File: config.mk
export PLATFORM = sky130hd
export DESIGN_NAME = relay_frame_ctrl
export DESIGN_NICKNAME = d
export VERILOG_FILES = /design/src/rtl/relay_frame_ctrl_pkg.sv /design/src/rtl/relay_pattern_gen.sv /design/src/rtl/relay_frame_ctrl.sv
export SDC_FILE = /design/constraint.sdc
export NUM_CORES = 1
export LEC_CHECK = 0
export CAP_MARGIN = 20
export CORE_MARGIN = 5
export CORE_UTILIZATION = 52
export CTS_BUF_LIST = sky130_fd_sc_hd__clkbuf_8 sky130_fd_sc_hd__clkbuf_16
export DETAILED_ROUTE_END_ITERATION = 8
export GPL_TIMING_DRIVEN = 0
export HOLD_SLACK_MARGIN = 0.12
export PLACE_DENSITY = 0.71
export SETUP_SLACK_MARGIN = 0.4
export SYNTH_ARGS = -nofsm -noshare
export SYNTH_HDL_FRONTEND = slang
export SYNTH_SLANG_ARGS = --single-unit
File: constraint.sdc
create_clock -name ck_1356meg -period 3.1 [get_ports ck_1356meg]
set_input_delay 0.775 -clock ck_1356meg [delete_from_list [all_inputs] [get_ports ck_1356meg]]
set_output_delay 0.775 -clock ck_1356meg [all_outputs]
set_load 0.01 [all_outputs]
File: src/rtl/relay_frame_ctrl_pkg.sv
// Shared definitions for the relay framing controller.
// Holds the modulation codes driven into hi_iso14443a, default frame
// patterns, the selftest ROM pattern and the FSM state type.
package relay_frame_ctrl_pkg;

  // Modulation codes (cfg_mod / mod_type encoding).
  localparam logic [2:0] ModSniffer      = 3'b000;
  localparam logic [2:0] ModTagListen    = 3'b001;
  localparam logic [2:0] ModReaderMod    = 3'b010;
  localparam logic [2:0] ModReaderListen = 3'b011;
  localparam logic [2:0] ModTagMod       = 3'b100;
  localparam logic [2:0] ModFakeReader   = 3'b101;
  localparam logic [2:0] ModFakeTag      = 3'b110;

  // Default frame patterns.
  localparam logic [7:0]  DefRdStart = 8'hC0;
  localparam logic [15:0] DefRdEndA  = 16'h0000;
  localparam logic [15:0] DefRdEndB  = 16'hC000;
  localparam logic [7:0]  DefTgStart = 8'hF0;
  localparam logic [7:0]  DefTgEnd   = 8'h00;

  // Selftest pattern, emitted MSB first.
  localparam int unsigned    SelftestLen     = 80;
  localparam logic [79:0]    SelftestPattern = 80'hc0c00c00c00c000c0000;

  typedef enum logic [1:0] {
    StIdle,
    StListen,
    StActive
  } state_e;

  function automatic logic [2:0] listen_code(input logic is_reader);
    return is_reader ? ModReaderListen : ModTagListen;
  endfunction

  function automatic logic [2:0] active_code(input logic is_reader);
    return is_reader ? ModReaderMod : ModTagMod;
  endfunction

endpackage

File: src/rtl/relay_pattern_gen.sv
// Selftest bit source for the relay framing controller.
// Built only when RELAY_SELFTEST_EN is defined; otherwise this file is empty.
// Ports:
//   ck   in  clock
//   rst  in  synchronous active-high reset (also pulsed on role entry)
//   step in  advance to the next pattern bit
//   dout out current pattern bit, MSB of the ROM first, looping
`ifdef RELAY_SELFTEST_EN
module relay_pattern_gen
  import relay_frame_ctrl_pkg::*;
(
  input  logic ck,
  input  logic rst,
  input  logic step,
  output logic dout
);

  logic [6:0] ptr_q;

  always_ff @(posedge ck) begin
    if (rst) begin
      ptr_q <= '0;
    end else if (step) begin
      ptr_q <= (ptr_q == 7'(SelftestLen - 1)) ? 7'd0 : ptr_q + 7'd1;
    end
  end

  assign dout = SelftestPattern[7'(SelftestLen - 1) - ptr_q];

endmodule
`endif

File: src/rtl/relay_frame_ctrl.sv
// Relay-mode framing controller for the HF path.
// Samples the serial relay link once per bit strobe, detects start and
// end-of-frame patterns in a history shift register and drives mod_type into
// hi_iso14443a. Outside the relay roles the configured mod type passes through.
// Optional feature: RELAY_SELFTEST_EN replaces relay_in with a looping ROM
// pattern from relay_pattern_gen.
// Ports:
//   ck_1356meg    in  13.56 MHz clock
//   rst           in  synchronous active-high reset
//   cfg_mod       in  configured mod type (conf_word[2:0])
//   relay_in      in  serial relay input
//   mod_type      out modulation type to hi_iso14443a
//   relay_data    out history[DATA_TAP] in relay roles, else 0
//   bit_strobe    out 1-cycle pulse per sampled bit
//   frame_active  out high while a frame is in progress
//   frame_timeout out 1-cycle pulse on timeout abort
module relay_frame_ctrl
  import relay_frame_ctrl_pkg::*;
#(
  parameter int unsigned       DIV_W     = 4,
  parameter logic [DIV_W-1:0]  DIV_PHASE = 4'd8,
  parameter int unsigned       HIST_W    = 24,
  parameter int unsigned       DATA_TAP  = 7,
  parameter logic [7:0]        RD_START  = DefRdStart,
  parameter logic [15:0]       RD_END_A  = DefRdEndA,
  parameter logic [15:0]       RD_END_B  = DefRdEndB,
  parameter logic [7:0]        TG_START  = DefTgStart,
  parameter logic [7:0]        TG_END    = DefTgEnd,
  parameter int unsigned       MAX_BITS  = 1024
) (
  input  logic       ck_1356meg,
  input  logic       rst,
  input  logic [2:0] cfg_mod,
  input  logic       relay_in,
  output logic [2:0] mod_type,
  output logic       relay_data,
  output logic       bit_strobe,
  output logic       frame_active,
  output logic       frame_timeout
);

  localparam int unsigned      FbW      = $clog2(MAX_BITS + 1);
  localparam logic [FbW-1:0]   MaxBitsC = FbW'(MAX_BITS);

  logic [DIV_W-1:0]  div_q;
  logic [2:0]        cfg_q;
  logic [HIST_W-1:0] hist_q, hist_d;
  logic [2:0]        bit_cnt_q, bit_cnt_d;
  logic [FbW-1:0]    fbits_q, fbits_d;
  state_e            state_q, state_d;
  logic [2:0]        relay_mod_q, relay_mod_d;
  logic              timeout_q, timeout_d;

  logic              relay_role, is_reader, role_change, sample;
  logic [HIST_W-1:0] hist_shift;
  logic [2:0]        cnt_inc;
  logic [7:0]        start_byte;
  logic              start_hit, end_hit;
  logic [FbW-1:0]    fbits_inc;

  assign relay_role  = (cfg_mod == ModFakeReader) || (cfg_mod == ModFakeTag);
  assign is_reader   = (cfg_mod == ModFakeReader);
  // Any change of cfg_mod into or between relay roles restarts framing.
  assign role_change = relay_role && (cfg_mod != cfg_q);
  assign bit_strobe  = (div_q == DIV_PHASE);

`ifdef RELAY_SELFTEST_EN
  logic gen_bit;

  relay_pattern_gen u_pattern_gen (
    .ck   (ck_1356meg),
    .rst  (rst | role_change),
    .step (bit_strobe),
    .dout (gen_bit)
  );

  assign sample = gen_bit;
`else
  assign sample = relay_in;
`endif

  // Matches look at the history and bit count as they will be after this strobe.
  assign hist_shift = {hist_q[HIST_W-2:0], sample};
  assign cnt_inc    = bit_cnt_q + 3'd1;
  assign start_byte = is_reader ? RD_START : TG_START;
  assign start_hit  = (hist_shift[23:0] == {16'h0000, start_byte});
  assign end_hit    = (cnt_inc == 3'd0) &&
                      (is_reader ? ((hist_shift[23:8] == RD_END_A) ||
                                    (hist_shift[23:8] == RD_END_B))
                                 : (hist_shift[15:8] == TG_END));
  assign fbits_inc  = (fbits_q == MaxBitsC) ? fbits_q : fbits_q + 1'b1;

  always_comb begin
    hist_d      = hist_q;
    bit_cnt_d   = bit_cnt_q;
    fbits_d     = fbits_q;
    state_d     = state_q;
    relay_mod_d = relay_mod_q;
    timeout_d   = 1'b0;

    if (!relay_role) begin
      state_d = StIdle;
    end else if (role_change) begin
      hist_d      = '0;
      bit_cnt_d   = 3'd0;
      fbits_d     = '0;
      state_d     = StListen;
      relay_mod_d = listen_code(is_reader);
    end else if (bit_strobe) begin
      hist_d    = hist_shift;
      bit_cnt_d = cnt_inc;
      // Start wins over end and timeout, and re-arms a frame already running.
      if (start_hit && (state_q != StIdle)) begin
        state_d     = StActive;
        bit_cnt_d   = 3'd0;
        fbits_d     = '0;
        relay_mod_d = active_code(is_reader);
      end else if (state_q == StActive) begin
        fbits_d = fbits_inc;
        if (end_hit) begin
          state_d     = StListen;
          relay_mod_d = listen_code(is_reader);
        end else if (fbits_inc == MaxBitsC) begin
          state_d     = StListen;
          relay_mod_d = listen_code(is_reader);
          timeout_d   = 1'b1;
        end
      end
    end
  end

  always_ff @(posedge ck_1356meg) begin
    if (rst) begin
      div_q       <= '0;
      cfg_q       <= 3'd0;
      hist_q      <= '0;
      bit_cnt_q   <= 3'd0;
      fbits_q     <= '0;
      state_q     <= StIdle;
      relay_mod_q <= ModSniffer;
      timeout_q   <= 1'b0;
    end else begin
      div_q       <= div_q + 1'b1;
      cfg_q       <= cfg_mod;
      hist_q      <= hist_d;
      bit_cnt_q   <= bit_cnt_d;
      fbits_q     <= fbits_d;
      state_q     <= state_d;
      relay_mod_q <= relay_mod_d;
      timeout_q   <= timeout_d;
    end
  end

  assign mod_type      = relay_role ? relay_mod_q : cfg_mod;
  assign relay_data    = relay_role & hist_q[DATA_TAP];
  assign frame_active  = (state_q == StActive);
  assign frame_timeout = timeout_q;

endmodule
# --- Word level (Yosys, flattened, before mapping) ---
# Cells that the tools add are included.
classes:
  eq_ne: 9
  n_reduce_logical: 22
  mux: 28
  n_addsub: 3
  n_bitwise: 4
op_table:
  columns: ["op", "n"]
  rows:
  - ["$mux W11", 5]
  - ["$mux W23", 2]
  - ["$mux W3", 11]
  - ["$eq A24 B8 Y1", 1]
  - ["$eq A11 B11 Y1 const B", 2]
  - ["$eq A16 B16 Y1 const B", 1]
  - ["$logic_not A16 Y1", 1]
  - ["$add A11 B1 Y11 const B", 1]
  - ["$mux W2", 5]
  - ["$reduce_and A3 Y1", 3]
  - ["$logic_not A8 Y1", 1]
  - ["$reduce_or A7 Y1", 1]
  - ["$eq A3 B3 Y1 const B", 2]
  - ["$mux W6", 1]
  - ["$reduce_bool A2 Y1", 3]
  - ["$reduce_bool A3 Y1", 2]
  - ["$add A4 B1 Y4 const B", 1]
  - ["$eq A4 B4 Y1 const B", 1]
  - ["$mux W1", 4]
  - ["$reduce_and A4 Y1", 1]
  - ["$reduce_bool A4 Y1", 1]
  - ["$add A3 B1 Y3 const B", 1]
  - ["$logic_and A1 B1 Y1", 3]
  - ["$logic_not A3 Y1", 1]
  - ["8 further kinds", 11]
totals:
  inputBits: 6
  word_cells: 75
  output_inout_bits: 7
  reg_bits: 50

# --- Logic depth before layout (Yosys ltp) ---
# Gate-level depths: netlist (run 1).
logic_depth:
  ltp_word: 9
  depth_mapped: 10
  mapped_depth_nobuf: 9

# --- Worst setup path before layout (run 1) ---
# Ideal clock, no wire load.
synth_path:
  kind: "input to register"
  from: "input cfg_mod[2]"
  to: "register relay_mod_q[1]"
  setup_time_ns: 0.121
  setup_slack_ns: 0.538
  arrival_time_ns: 2.441
  required_time_ns: 2.979
  path_buffers: 1
  cell_stages: 7
  path_cell_list: "clkbuf_1 -> nand3b_1 -> mux2i_1 -> o32ai_2 -> o21bai_1 -> a21o_1 -> mux2_4"
synth_between:
  elab_chain_cells: 8
synth_rtl:
  columns: ["item", "line_no", "source"]
  rows:
  - ["start, declared", "relay_frame_ctrl.sv:33", "input logic [2:0] cfg_mod,"]
  - ["branches (longest 8 deep; another with $eq A24 B8 Y1)", null, null]
  - ["end signal, assigned", "relay_frame_ctrl.sv:140", "relay_mod_q <= ModSniffer;"]
  - ["end signal, assigned", "relay_frame_ctrl.sv:149", "relay_mod_q <= relay_mod_d;"]
  - ["end, declared", "relay_frame_ctrl.sv:51", "logic [2:0] relay_mod_q, relay_mod_d;"]
# Parallel ways; which one is timed is not known. The select of a mux whose other input is x is not followed.
# A chain may end at the register's enable or synchronous reset.

# --- Final worst setup path (run 1) ---
layout_path:
  from: "input cfg_mod[1]"
  to: "output mod_type[2]"
layout_between:
  elab_chain_cells: 3
layout_rtl:
  columns: ["item", "line_no", "source"]
  rows:
  - ["$eq A3 B3 Y1", "relay_frame_ctrl.sv:61", "assign relay_role = (cfg_mod == ModFakeReader) || (cfg_mod == ModFakeTag);"]
  - ["$logic_or A1 B1 Y1 *", "relay_frame_ctrl.sv:61", null]
  - ["$mux W3 *", "relay_frame_ctrl.sv:154", "assign mod_type = relay_role ? relay_mod_q : cfg_mod;"]
  - ["end, declared", "relay_frame_ctrl.sv:35", "output logic [2:0] mod_type,"]
# Mark *: on every way between the ends. The rest lies on a longest branch, timed or not.

==> results of run 1 <==
[registers in the layout (all words and copies together) (netlist names)]
name	cells
bit_cnt_q	3
cfg_q	3
div_q	4
fbits_q	11
frame_timeout	1
hist_q	23
relay_mod_q	3
state_q	2
[routing by layer]
metal | vias up | part of all wire | track usage
met4 | 0 | 0.0048 | 0.0490
met3 | 2 | 0.039 | 0.0408
li1 | 1043 | - | -
met2 | 31 | 0.45 | 0.273
met5 | - | 0 | 0
met1 | 960 | 0.50 | 0.240
[cell usage after synthesis (5+ instances only)]
cell / count / share of area
inv_1: 20 / 0.031
nor4_1: 6 / 0.015
xnor2_1: 10 / 0.036
a22o_1: 15 / 0.054
nor2_1: 37 / 0.057
nor3_1: 5 / 0.010
dfxtp_1: 50 / 0.41
a22oi_1: 9 / 0.028
clkbuf_1: 8 / 0.012
nand3_1: 10 / 0.020
o21ai_0: 21 / 0.043
ha_1: 6 / 0.031
a21oi_1: 6 / 0.012
nand2_1: 10 / 0.015
nand2b_1: 5 / 0.013
[cells by family after synthesis]
kind of cell | synth area share
adders and majority gates | 0.0306
AOI/OAI and AO/OA | 0.214
DFF | 0.408
buffers and inverters | 0.0520
xor gates and xnor gates | 0.0499
and+or+nand+nor | 0.223
muxes | 0.0224
[path summary, 6_finish.rpt]
| kind | start | endpoint | depth (start not counted) |
|---|---|---|---|
| max | cfg_mod[1] | mod_type[2] | 4 |
| min | div_q[0]$_SDFF_PP0_ | div_q[0]$_SDFF_PP0_ | 1 |
| min reg2reg | div_q[0]$_SDFF_PP0_ | div_q[0]$_SDFF_PP0_ | 1 |
| max reg2reg | fbits_q[0]$_SDFFE_PP0P_ | relay_mod_q[1]$_SDFFE_PP0P_ | 7 |
[cell type report]
cell class	count	share of cell area
plain buffers	12	0.0218
clock buffers	5	0.0250
clock inverters	3	0.0145
inverters	20	0.0272
multi-input cells	202	0.494
flip-flops and latches	50	0.363
well taps	54	0.0245
repair buffers	8	0.0300
[critical path, cell delays in order]
cell and delay (ns):
clkbuf_4 0.18, xor2_4 0.21, a21oi_1 0.16, clkdlybuf4s50_1 0.55
[per-stage QoR]
stage	std cells	setup WS, ns
floorplan	284	0.538
global placement	346	0.0138
detailed placement	346	0.0536
CTS	354	0.416
global route	354	0.408
finish	354	0.449
[power groups by stage]
stage	clock network [mW]	registers (mW)	logic [mW]
after global placement	0	0.668	0.0704
after floorplan	0	0.668	0.0511
after detailed placement	0	0.669	0.0714
final	0.446	0.653	0.0781
after global routing	0.488	0.655	0.0867
after CTS	0.456	0.653	0.0747
[timing repair]
| action | 4_1_cts | 5_1_grt |
|---|---|---|
| gates resized for setup | 3 | 8 |
| pin swaps | 0 | 2 |
| buffers inserted | 0 | 0 |
| endpoints found under the setup margin | 5 | 25 |
==> impl_metrics.py, run 1 <==
metrics = {
    "global_routing": {
        "grt_usage": 0.174,
        "grt_max_degree": 16,
        "grt_pass1_vias": 1923,
        "grt_overflow": 0,
        "grt_pass1_wl_mm": 8.72,
        "antenna_found_initial": 0,
    },
    "power_and_ir_drop": {
        "vdd_drop_max_v": 0.000295,
        "seqPwrFrac": 0.555,
        "finalPower_mw": 1.18,
        "switching_power_mw": 0.261,
        "p_leak_nw": 1.04,
        "swShare": 0.221,
        "clockPowerShare": 0.378,
        "intPower_mw": 0.916,
        "p_per_area_mw_per_mm2": 427,
        "combPwrFrac": 0.066,
    },
    "placed_design": {
        "hpwlAfterDp_mm": 3.61,
        "io_buffers": 8,
        "dpl_cell_area_mm2": 0.00260,
        "routabilityCongestion": 0.843,
    },
    "floorplanning": {
        "die_w_um": 78.7,
        "die_height_um": 78.7,
        "ios": 13,
        "dieArea_mm2": 0.00620,
        "coreArea_mm2": 0.00466,
        "start_util": 0.527,
        "rows": 25,
    },
    "cts": {
        "cts-root-buf": "clkbuf_8",
        "path_clk_slew_ns": 0.09,
        "clkLatencyLatePin_ns": 0.30,
        "cts_buffer_depth": 2,
        "cts.sinks": 50,
        "htreeDepth": 2,
        "cts_made_buffers": 5,
        "ctsHoldBuffers": 0,
        "cts_tree": "yes",
    },
    "routing": {
        "wirelength_mm": 4.97,
        "postRouteAntennaNets": 0,
        "drc": 0,
        "via_per_inst": 5.75,
        "wl_per_cell_um": 14.0,
        "dr.pass1.iters": 4,
        "via_count": 2036,
        "initialDrtViolationCount": 107,
    },
    "timing": {
        "final_max_slew_viol_count": 0,
        "min_period_ns": 2.65,
        "fin_skew_ns": 0.0106,
        "relSlewSlack": 0.389,
        "period_share": 0.855,
        "rsz0062_at_grt": "false",
        "final-hold-violation-count": 0,
        "hold_slack_ns": 0.472,
        "setup_tns_ns": 0,
        "tightest_slew_ns": 0.909,
        "setup_viol_count_final": 0,
        "fmax_mhz": 377,
    },
    "synthesis": {
        "synthCells": 284,
        "synth-edff-count": 0,
        "ys_async_sr_fraction": 0,
        "synth_ff_type": "dfxtp_1",
        "ys_warn_count": 0,
        "synth_seq_cells": 50,
        "synth_nets": 296,
        "synth-seq-area-share": 0.408,
        "ys_types": 49,
        "syn_avg_cell_area_um2": 8.64,
        "synth_area_mm2": 0.00245,
    },
    "layout": {
        "fillers": 437,
        "finalInstanceArea_mm2": 0.00276,
        "layout-drive-gt1-share": 0.0900,
        "syn_to_final_growth_pct": 12.2,
        "final_core_util": 0.591,
        "diodes": 0,
        "regArea_mm2": 0.00100,
        "final_common_cell": "dfxtp_1",
        "nNetsFinal": 311,
        "multi_input_area_mm2": 0.00136,
        "layout_common_cells": "dfxtp_1 (50), nor2_1 (37), o21ai_0 (21), inv_1 (19), a22o_1 (15)",
    },
    "worst_hold_path": {
        "hold_path.class": "register to register",
    },
    "outcome": {
        "run_status": "finished, final reports clean",
    },
    "critical_path": {
        "start_kind": "input pin",
        "reg2reg_slack_ns": 0.59,
        "arrival_ns": 1.88,
        "required_ns": 2.32,
        "critical_path.max_fanout": 10,
        "crit_type": "input pin to output pin",
        "worst_setup_path_end_kind": "output pin",
    },
    "run": {
        "drv_cap": 0,
    },
}
No activity file was read; power rests on OpenSTA's default activity.
==> run 2, diff against run 1 <==
--- a/config.mk
+++ b/config.mk
@@ -13,6 +13,7 @@
 export GPL_TIMING_DRIVEN = 0
 export HOLD_SLACK_MARGIN = 0.12
 export PLACE_DENSITY = 0.71
+export REMOVE_ABC_BUFFERS = 1
 export SETUP_SLACK_MARGIN = 0.4
 export SYNTH_ARGS = -nofsm -noshare
 export SYNTH_HDL_FRONTEND = slang
==> impl_metrics.py, run 2 (synthesis gave the netlist of run 1 again) <==
metrics = {
    "timing": {
        "setup_tns_ns": 0,
        "min_period_ns": 2.60,
        "tightest_slew_ns": 0.998,
        "fmax_mhz": 384,
        "rsz0062_at_grt": "false",
        "relSlewSlack": 0.335,
        "setup_viol_count_final": 0,
        "final_max_slew_viol_count": 0,
        "period_share": 0.840,
        "final-hold-violation-count": 0,
        "fin_skew_ns": 0.00570,
        "hold_slack_ns": 0.460,
    },
    "layout": {
        "layout_common_cells": "dfxtp_1 (50), nor2_1 (36), o21ai_0 (21), inv_1 (20), a22o_1 (15)",
        "layout-drive-gt1-share": 0.104,
        "nNetsFinal": 308,
        "final_common_cell": "dfxtp_1",
        "fillers": 400,
        "diodes": 0,
        "top_register": "hist_q",
        "stdcell_count": 351,
        "largestRegisters": "hist_q x23, fbits_q x11, div_q x4",
        "syn_to_final_growth_pct": 12.9,
        "largest_reg_flops": 23,
        "final_core_util": 0.595,
    },
    "routing": {
        "met2_length_mm": 2.58,
        "postRouteAntennaNets": 0,
        "via_per_inst": 5.91,
        "initialDrtViolationCount": 96,
        "m1WireLength_mm": 2.29,
        "maxUsedRoutingLayer": "met4",
        "wl_per_cell_um": 14.6,
        "via_count": 2074,
        "wirelength_mm": 5.13,
        "dr.pass1.iters": 4,
        "wl_met3_um": 173,
        "drc": 0,
    },
    "cts": {
        "clkLatencyLatePin_ns": 0.30,
        "ctsHoldBuffers": 0,
        "cts.sinks": 50,
        "htreeDepth": 2,
        "cts_buffer_depth": 2,
        "cts_tree": "yes",
        "path_clk_slew_ns": 0.09,
        "cts-root-buf": "clkbuf_8",
        "cts_made_buffers": 5,
    },
    "global_routing": {
        "antenna_found_initial": 0,
        "grt_max_degree": 27,
        "grt_pass1_vias": 1926,
        "grt_usage": 0.173,
        "grt_overflow": 0,
        "grt_pass1_wl_mm": 8.64,
    },
    "critical_path": {
        "required_ns": 3.30,
        "crit_type": "input pin to register",
        "crit_slowest_cell": "clkdlybuf4s50_1",
        "arrival_ns": 2.80,
        "path_buf_inv": 1,
        "crit_family": "compound AO/OA/AOI/OAI gates",
        "crit_chain": "clkdlybuf4s50_1 > nor4b_1 > o211ai_1 > o32ai_4 > o21bai_2 > a21o_1 > mux2_4",
        "critical_path.max_fanout": 6,
        "worst_setup_path_end_kind": "register",
        "start_kind": "input pin",
        "critPathMaxStageDelay_ns": 0.44,
    },
    "power_and_ir_drop": {
        "vdd_drop_max_v": 0.000310,
        "p_leak_nw": 1.09,
        "p_per_area_mw_per_mm2": 403,
    },
    "outcome": {
        "run_status": "finished, final reports clean",
    },
    "floorplanning": {
        "dieArea_mm2": 0.00620,
        "coreArea_mm2": 0.00466,
        "die_w_um": 78.7,
        "die_height_um": 78.7,
        "rows": 25,
        "start_util": 0.527,
        "ios": 13,
    },
    "placed_design": {
        "io_buffers": 12,
        "hpwlAfterDp_mm": 3.49,
        "numPlacedInstances": 338,
        "routabilityCongestion": 0.896,
    },
    "run": {
        "drv_cap": 0,
    },
    "worst_hold_path": {
        "hold_path.class": "register to register",
    },
}
run 2: layout make-up:
| cell class | instances | area [um2] | area share |
|---|---|---|---|
| multi-input cells | 202 | 1370 | 0.494 |
| inverters | 20 | 75.1 | 0.0271 |
| clock inverters | 2 | 8.76 | 0.00316 |
| flip-flops and latches | 50 | 1000 | 0.361 |
| repair buffers | 17 | 169 | 0.0609 |
| well taps | 54 | 67.6 | 0.0244 |
| clock buffers | 6 | 82.6 | 0.0298 |
run 2: worst paths after layout:
path,startpoint,endpoint,slack (ns),depth (start not counted)
min,div_q[0]$_SDFF_PP0_,div_q[0]$_SDFF_PP0_,0.46,1
max reg2reg,fbits_q[0]$_SDFFE_PP0P_,relay_mod_q[1]$_SDFFE_PP0P_,0.62,7
min reg2reg,div_q[0]$_SDFF_PP0_,div_q[0]$_SDFF_PP0_,0.46,1
max,relay_in,relay_mod_q[1]$_SDFFE_PP0P_,0.50,7
run 2: stage by stage:
stage	cell area, um2	power (mW)	setup slack [ns]
CTS	2720	1.12	0.307
finish	2770	1.12	0.496
detailed placement	2590	0.740	-0.616
global placement	2590	0.739	-0.599
floorplan	2400	0.708	0.628
global route	2770	1.17	0.428
run 2: layer usage:
layer / up-vias / track usage
li1: 1043 / -
met1: 980 / 0.213
met5: - / 0
met4: 0 / 0.0612
met3: 8 / 0.0385
met2: 43 / 0.297
run 2: power by group:
| group | total (mW) | internal, mW | switching (mW) |
|---|---|---|---|
| Combinational | 0.0799 | 0.0332 | 0.0467 |
| Clock | 0.384 | 0.177 | 0.207 |
| Sequential | 0.654 | 0.648 | 0.00534 |
run 2: timing repair:
| action | CTS | global route |
|---|---|---|
| buffers inserted | 2 | 3 |
| pin swaps | 1 | 2 |
| endpoints found under the setup margin | 44 | 29 |
| resized for setup | 16 | 10 |
